File: src/rtl/uart_rx_fifo.sv
// 8N1 UART receiver with a fixed bit divisor, feeding a first-word-fall-through
// byte FIFO that is drained through a valid/ready stream port.

module uart_rx_fifo #(
    parameter int DIV   = 868,
    parameter int DEPTH = 16
) (
    input  logic                   sys_clock,
    input  logic                   reset_n,
    input  logic                   uart_rxd,
    output logic [7:0]             rx_data,
    output logic                   rx_valid,
    input  logic                   rx_ready,
    output logic [$clog2(DEPTH):0] rx_level,
    output logic                   frame_err,
    output logic                   overflow,
    input  logic                   overflow_clr
);
    localparam int CW = $clog2(DIV);
    localparam int AW = $clog2(DEPTH);
    localparam logic [CW-1:0] CNT_HALF = CW'(DIV / 2 - 1);
    localparam logic [CW-1:0] CNT_FULL = CW'(DIV - 1);
    localparam logic [AW:0]   LVL_FULL = (AW + 1)'(DEPTH);

    typedef enum logic [1:0] {IDLE, START, DATA, STOP} state_t;

    state_t        state_q, state_d;
    logic [CW-1:0] cnt_q, cnt_d;
    logic [2:0]    bit_q, bit_d;
    logic [7:0]    shift_q, shift_d;
    logic          sync1_q, rxd_s_q;
    logic          frame_err_q, frame_err_d;
    logic          overflow_q, overflow_d;
    logic [AW:0]   wr_ptr_q, wr_ptr_d, rd_ptr_q, rd_ptr_d;
    logic [7:0]    mem_q [DEPTH];
    logic          push, pop, full, push_ok, ovf_set;

    // Both synchroniser flops reset to the idle level so reset never looks like a start bit.
    always_ff @(posedge sys_clock or negedge reset_n) begin
        if (!reset_n) begin
            sync1_q <= 1'b1;
            rxd_s_q <= 1'b1;
        end else begin
            sync1_q <= uart_rxd;
            rxd_s_q <= sync1_q;
        end
    end

    always_ff @(posedge sys_clock or negedge reset_n) begin
        if (!reset_n) begin
            state_q     <= IDLE;
            cnt_q       <= '0;
            bit_q       <= '0;
            shift_q     <= '0;
            frame_err_q <= 1'b0;
            overflow_q  <= 1'b0;
            wr_ptr_q    <= '0;
            rd_ptr_q    <= '0;
        end else begin
            state_q     <= state_d;
            cnt_q       <= cnt_d;
            bit_q       <= bit_d;
            shift_q     <= shift_d;
            frame_err_q <= frame_err_d;
            overflow_q  <= overflow_d;
            wr_ptr_q    <= wr_ptr_d;
            rd_ptr_q    <= rd_ptr_d;
        end
    end

    always_comb begin
        state_d     = state_q;
        cnt_d       = cnt_q;
        bit_d       = bit_q;
        shift_d     = shift_q;
        push        = 1'b0;
        frame_err_d = 1'b0;
        case (state_q)
            IDLE: begin
                cnt_d = '0;
                if (!rxd_s_q) state_d = START;
            end
            START: begin
                if (cnt_q == CNT_HALF) begin
                    cnt_d   = '0;
                    bit_d   = '0;
                    state_d = rxd_s_q ? IDLE : DATA;
                end else begin
                    cnt_d = cnt_q + 1'b1;
                end
            end
            DATA: begin
                if (cnt_q == CNT_FULL) begin
                    cnt_d   = '0;
                    shift_d = {rxd_s_q, shift_q[7:1]};
                    bit_d   = bit_q + 3'd1;
                    if (bit_q == 3'd7) state_d = STOP;
                end else begin
                    cnt_d = cnt_q + 1'b1;
                end
            end
            STOP: begin
                if (cnt_q == CNT_FULL) begin
                    cnt_d       = '0;
                    state_d     = IDLE;
                    push        = rxd_s_q;
                    frame_err_d = ~rxd_s_q;
                end else begin
                    cnt_d = cnt_q + 1'b1;
                end
            end
            default: state_d = IDLE;
        endcase
    end

    // A pop in the same cycle frees the slot, so a push into a full FIFO is still accepted.
    always_comb begin
        pop        = rx_valid & rx_ready;
        full       = (rx_level == LVL_FULL);
        push_ok    = push & (~full | pop);
        ovf_set    = push & full & ~pop;
        wr_ptr_d   = push_ok ? wr_ptr_q + 1'b1 : wr_ptr_q;
        rd_ptr_d   = pop ? rd_ptr_q + 1'b1 : rd_ptr_q;
        overflow_d = ovf_set ? 1'b1 : (overflow_clr ? 1'b0 : overflow_q);
    end

    always_ff @(posedge sys_clock) begin
        if (push_ok) mem_q[wr_ptr_q[AW-1:0]] <= shift_q;
    end

    assign rx_valid  = (wr_ptr_q != rd_ptr_q);
    assign rx_level  = wr_ptr_q - rd_ptr_q;
    assign rx_data   = rx_valid ? mem_q[rd_ptr_q[AW-1:0]] : 8'h00;
    assign frame_err = frame_err_q;
    assign overflow  = overflow_q;

endmodule

File: config.mk
export PLATFORM = sky130hd
export DESIGN_NAME = uart_rx_fifo
export DESIGN_NICKNAME = d
export VERILOG_FILES = /design/src/rtl/uart_rx_fifo.sv
export SDC_FILE = /design/constraint.sdc
export NUM_CORES = 1
export LEC_CHECK = 0
export ABC_AREA = 1
export ABC_CLOCK_PERIOD_IN_PS = 3800
export CAP_MARGIN = 10
export CORE_ASPECT_RATIO = 2
export CORE_MARGIN = 2
export CORE_UTILIZATION = 61
export DETAILED_ROUTE_END_ITERATION = 7
export PLACE_DENSITY = 0.82
export SYNTH_ARGS = -nofsm -noshare
export SYNTH_HDL_FRONTEND = slang
export SYNTH_SLANG_ARGS = --single-unit
File: constraint.sdc
create_clock -name sys_clock -period 3.8 [get_ports sys_clock]
set_input_delay 0.38 -clock sys_clock [delete_from_list [all_inputs] [get_ports sys_clock]]
set_output_delay 0.38 -clock sys_clock [all_outputs]
set_load 0.02 [all_outputs]
# Yosys cells after proc, flatten, opt, wreduce, memory -nomap -nowiden
# Memory sizes are Yosys's and may differ from the RTL's.
# Index checks and enable logic that the tools add are counted.
# classes
addsub	5
eq_ne	13
mux	22
n_bitwise	8
reduce_logical	7
# ops
cell	n
$pmux W10 S3	1
$mux W10	2
$mux W2	6
$add A10 B1 Y10 const B	1
$add A5 B1 Y5 const B	2
$eq A10 B10 Y1 const B	1
$eq A10 B9 Y1 const B	1
$ne A2 B2 Y1 const B	5
$mux W1	8
$mux W8	1
$pmux W2 S4	1
$mux W3	2
$pmux W3 S2	1
$eq A5 B5 Y1 const B	1
$ne A5 B5 Y1	1
$reduce_and A5 Y1	1
$sub A5 B5 Y5	1
$and A1 B1 Y1	4
$eq A2 B2 Y1 const B	2
$reduce_bool A2 Y1	2
$add A3 B1 Y3 const B	1
$eq A3 B3 Y1 const B	1
$not A1 Y1	3
$reduce_and A3 Y1	1
other kinds (5)	5
# totals
ff_bits	37
ramBits	128
in_bits	5
out_inout_bits	16
n_memories	1
# memory_table
name	words	word_bits	rd	rd_ports_with_merged_regs	wr	line_no	text
mem_q	16	8	1	0	1	35	logic [7:0] mem_q [DEPTH];

# Depth between registers and ports, before layout
# logic_depth
depth_word	7
mapped_depth	13
ltp_nobuf	13

# Worst setup path before layout
# OpenSTA, ideal clock, no wires.
# synth_timing
path_type	register -> register
start	register rd_ptr_q[1]
end	memory mem_q[10][0] (enable)
setup_ns	0.383
arrival_time_ns	2.583
t_required_ns	3.417
slack_ns	0.833
stages_incl_launch_ff	12
synth_period_minus_slack_ns	2.967
cell_sequence	dfrtp_1 > buf_2 > clkbuf_2 > inv_1 > fa_1 > nor2_1 > nand3_1 > a21oi_4 > nand3_4 > nand2_4 > buf_8 > nor3_1
# synth_via
elab_chain_cells	7
# synth_rtl
element	line_no	text
start, declared	34	logic [AW:0] wr_ptr_q, wr_ptr_d, rd_ptr_q, rd_ptr_d;
start signal, assigned	67	rd_ptr_q <= rd_ptr_d;
$sub A5 B5 Y5	132	assign rx_level = wr_ptr_q - rd_ptr_q;
net rx_level[1]	14	output logic [$clog2(DEPTH):0] rx_level,
$eq A5 B5 Y1	119	full = (rx_level == LVL_FULL);
$not A1 Y1	120	push_ok = push & (~full | pop);
$or A1 B1 Y1	120	
$and A1 B1 Y1	120	
$mux W1	128	if (push_ok) mem_q[wr_ptr_q[AW-1:0]] <= shift_q;
$mux W1 (not written as such)	128	
end, declared	35	
# The timed path passes the listed nets, and every way through them passes these cells.

# Worst setup path in the final report
# layout_timing
start	register rd_ptr_q[0]
end	output port rx_data[5]
# layout_via
elab_chain_cells	2
# layout_rtl
element	line_no	text
$mem_v2 Z16 W8 or $ne A5 B5 Y1 (tied branches)	n/a	
$mux W8 (*)	133	assign rx_data = rx_valid ? mem_q[rd_ptr_q[AW-1:0]] : 8'h00;
end, declared	11	output logic [7:0] rx_data,
# Mark *: on every way between the ends. The rest lies on a longest branch, timed or not.

==> results.ini <==
[grt]
grt_usage_pct = 28.5
grt_max_degree = 68
grt_pass1_vias = 5161
antenna_found_initial = 0
grt_first_pass_wirelength_mm = 26.5
gr-total-overflow = 0

[yosys]
synthArstFlopShare_pct = 22.4
synth_cell_type_count = 36
avgSynthCellArea_sq_um = 10.8
synth_cells = 674
synthFlopType = edfxtp_1
synth_nets = 693
synth-edff-count = 128
yosys_warnings = 0
netlist_area_sq_mm = 0.00728
ys_ff_latch = 165
ys_seq_area_share_pct = 65.6

[cts]
hold_buffers = 0
postCtsSetupRepairBufs = 0
clkLatencyLatePin_ns = 0.43
cts_resized = 0
clockRootBuffer = clkbuf_16
cts-htree-levels = 4
cts_buffers = 17
clockBufferDepth = 2
clock_sink_count = 165
cts_tree = built
clk_pin_slew_ns = 0.07

[die]
boundaryPins = 21
fp-row-count = 56
dieArea_sq_mm = 0.0129
die_x_um = 81.2
initial_utilization_pct = 62.2
core_area_sq_mm = 0.0117
die_h_um = 158

[sta]
final-setup-viol-count = 0
period_needed_ns = 3.52
fmax_mhz = 284
finalCritPeriodShare_pct = 92.6
maxSlewViolCount = 0
final-hold-violation-count = 0
finalSetupTns_ns = 0
rsz0062_at_grt = false
setup_ws_ns = 0.283
worst_pin_slew_ns = 1.18
fin_skew_ns = 0.0140
slew_headroom_pct = 20.7

[routing]
routed_wl_mm = 16.9
ant_nets = 0
dr.pass1.iters = 5
drc_errors = 0
via_per_inst = 6.10
dr.first_iter.drc_count = 643
post_drt_wl_per_cell_um = 19.9
routed-via-count = 5187

[placed_design]
hpwl_mm = 10.9
dp_slack_ns = 0.675
portBuffers = 20
gp_congestion = 0.897

[cells_and_area]
fill_cells = 772
area_growth_pct = 12.5
drive_gt1_share_pct = 8.07
diodes = 0
mostFrequentLayoutCells = 128 x edfxtp_1, 124 x nor2_1, 89 x nand2_1
final_nets = 712
final_common_cell = edfxtp_1
final_util_pct = 70.0

[pwr]
p_int_mw = 3.67
p_comb_share_pct = 33.1
swShare_pct = 34.8
pwr-share-clk_pct = 31.7
power_density_mw_per_mm2 = 687
p_leak_nw = 3.42
ir_worst_vdd_uv = 702
net-switching-power_mw = 1.96
p_total_mw = 5.63
power.share.sequential_pct = 35.1

[setup_path]
path_delay_family = buffers and inverters
path_depth = 8
path_buf_inv = 4
criticalPathCategory = flop to primary output
worst-endpoint-required_ns = 3.42
crit_arrival_ns = 3.14
cp_slowest_cell = clkdlybuf4s50_1
path_max_fanout = 67
max_stage_delay_ns = 0.55
critPathLaunchType = flop
reg2reg_slack_ns = 0.58
rr_worst_depth = 9
end_kind = primary output
path_cells = buf_4 > inv_1 > buf_12 > o21ai_0 > o211ai_1 > nand3_1 > a21oi_1 > clkdlybuf4s50_1

[outcome]
status = complete, no violations

[run]
max-cap-violations = 0

[min_path]
worstHoldPathType = primary input to async pin

-- flip-flops by register name, summed over array words and instances, names as in the netlist, named ones only --
register / count
overflow: 1
mem_q: 128
wr_ptr_q: 5
rd_ptr_q: 5
shift_q: 8
rxd_s_q: 1
bit_q: 3
frame_err: 1
sync1_q: 1
state_q: 1
cnt_q: 10
-- cell usage after synthesis, types with 5 or more instances --
library cell | number | area share [%]
inv_1 | 47 | 2.4
o21ai_0 | 84 | 5.8
xor2_1 | 9 | 1.1
edfxtp_1 | 128 | 53
nand2_1 | 89 | 4.6
a21oi_1 | 14 | 0.96
o211ai_1 | 16 | 1.7
dfrtp_1 | 35 | 12
o21ai_1 | 7 | 0.48
buf_2 | 15 | 1.0
inv_2 | 5 | 0.26
nand3_1 | 32 | 2.2
nor2_1 | 124 | 6.4
nand4_1 | 5 | 0.43
ha_1 | 13 | 2.2
nor3_1 | 17 | 1.2
clkbuf_1 | 6 | 0.31
-- worst reg2reg max path, cell delays in order (launching register included) --
cell and delay [ns]:
dfrtp_1 0.37, clkinv_1 0.28, ha_1 0.45, a21oi_1 0.22, nand2_1 0.07, nand2_1 0.07, nand2_1 0.10, nand3_4 0.17
nand2_4 0.17, nor3_1 0.93
-- power by group through the flow --
stage	Clock, mW	Sequential, mW	Combinational [mW]
after floorplan	0	2.01	1.24
after global placement	0	2.01	1.77
after detailed placement	0	2.01	1.83
after CTS	1.79	1.98	1.85
after global routing	1.88	1.98	2.04
final	1.79	1.98	1.86
-- routing by layer --
layer	share of wire [%]	global-route usage [%]
met1	34	31.0
met2	55	50.6
met3	5.9	4.99
met4	5.8	17.3
met5	0	0
-- final cells by class --
| class | count | area (sq um) | share of cell area, % |
|---|---|---|---|
| sequential | 165 | 4770 | 58.3 |
| multi-input combinational | 430 | 2170 | 26.5 |
| clock buffer | 18 | 429 | 5.24 |
| timing repair buffer | 25 | 245 | 3.00 |
| inverter | 54 | 203 | 2.48 |
| clock inverter | 14 | 186 | 2.28 |
| tap | 145 | 181 | 2.22 |
-- cells by family after synthesis --
group | Yosys count | synth area share [%]
flip-flops | 165 | 65.6
AND/OR/NAND/NOR | 282 | 16.8
adder cells (fa/ha/maj) | 14 | 2.51
buffers and inverters | 79 | 4.61
XOR/XNOR | 11 | 1.32
AO/OA/AOI/OAI | 123 | 9.18
-- per-stage QoR --
stage | hold WS, ns | std cells | instance area, sq um
global route | 0.135 | 851 | 8190
finish | 0.0687 | 851 | 8190
global placement | 0.349 | 819 | 7570
floorplan | 0.0844 | 674 | 7280
detailed placement | 0.349 | 819 | 7570
CTS | 0.0869 | 851 | 8190
-- path summary, 6_finish.rpt --
check,from,to
max,rd_ptr_q[0],rx_data[5]
min,reset_n,shift_q[5]
max reg2reg,rd_ptr_q[2],mem_q[14][4]
min reg2reg,sync1_q,rxd_s_q
max in group asynchronous,reset_n,wr_ptr_q[0]
min in group sys_clock,sync1_q,rxd_s_q
Power figures use the tool's default switching activity.
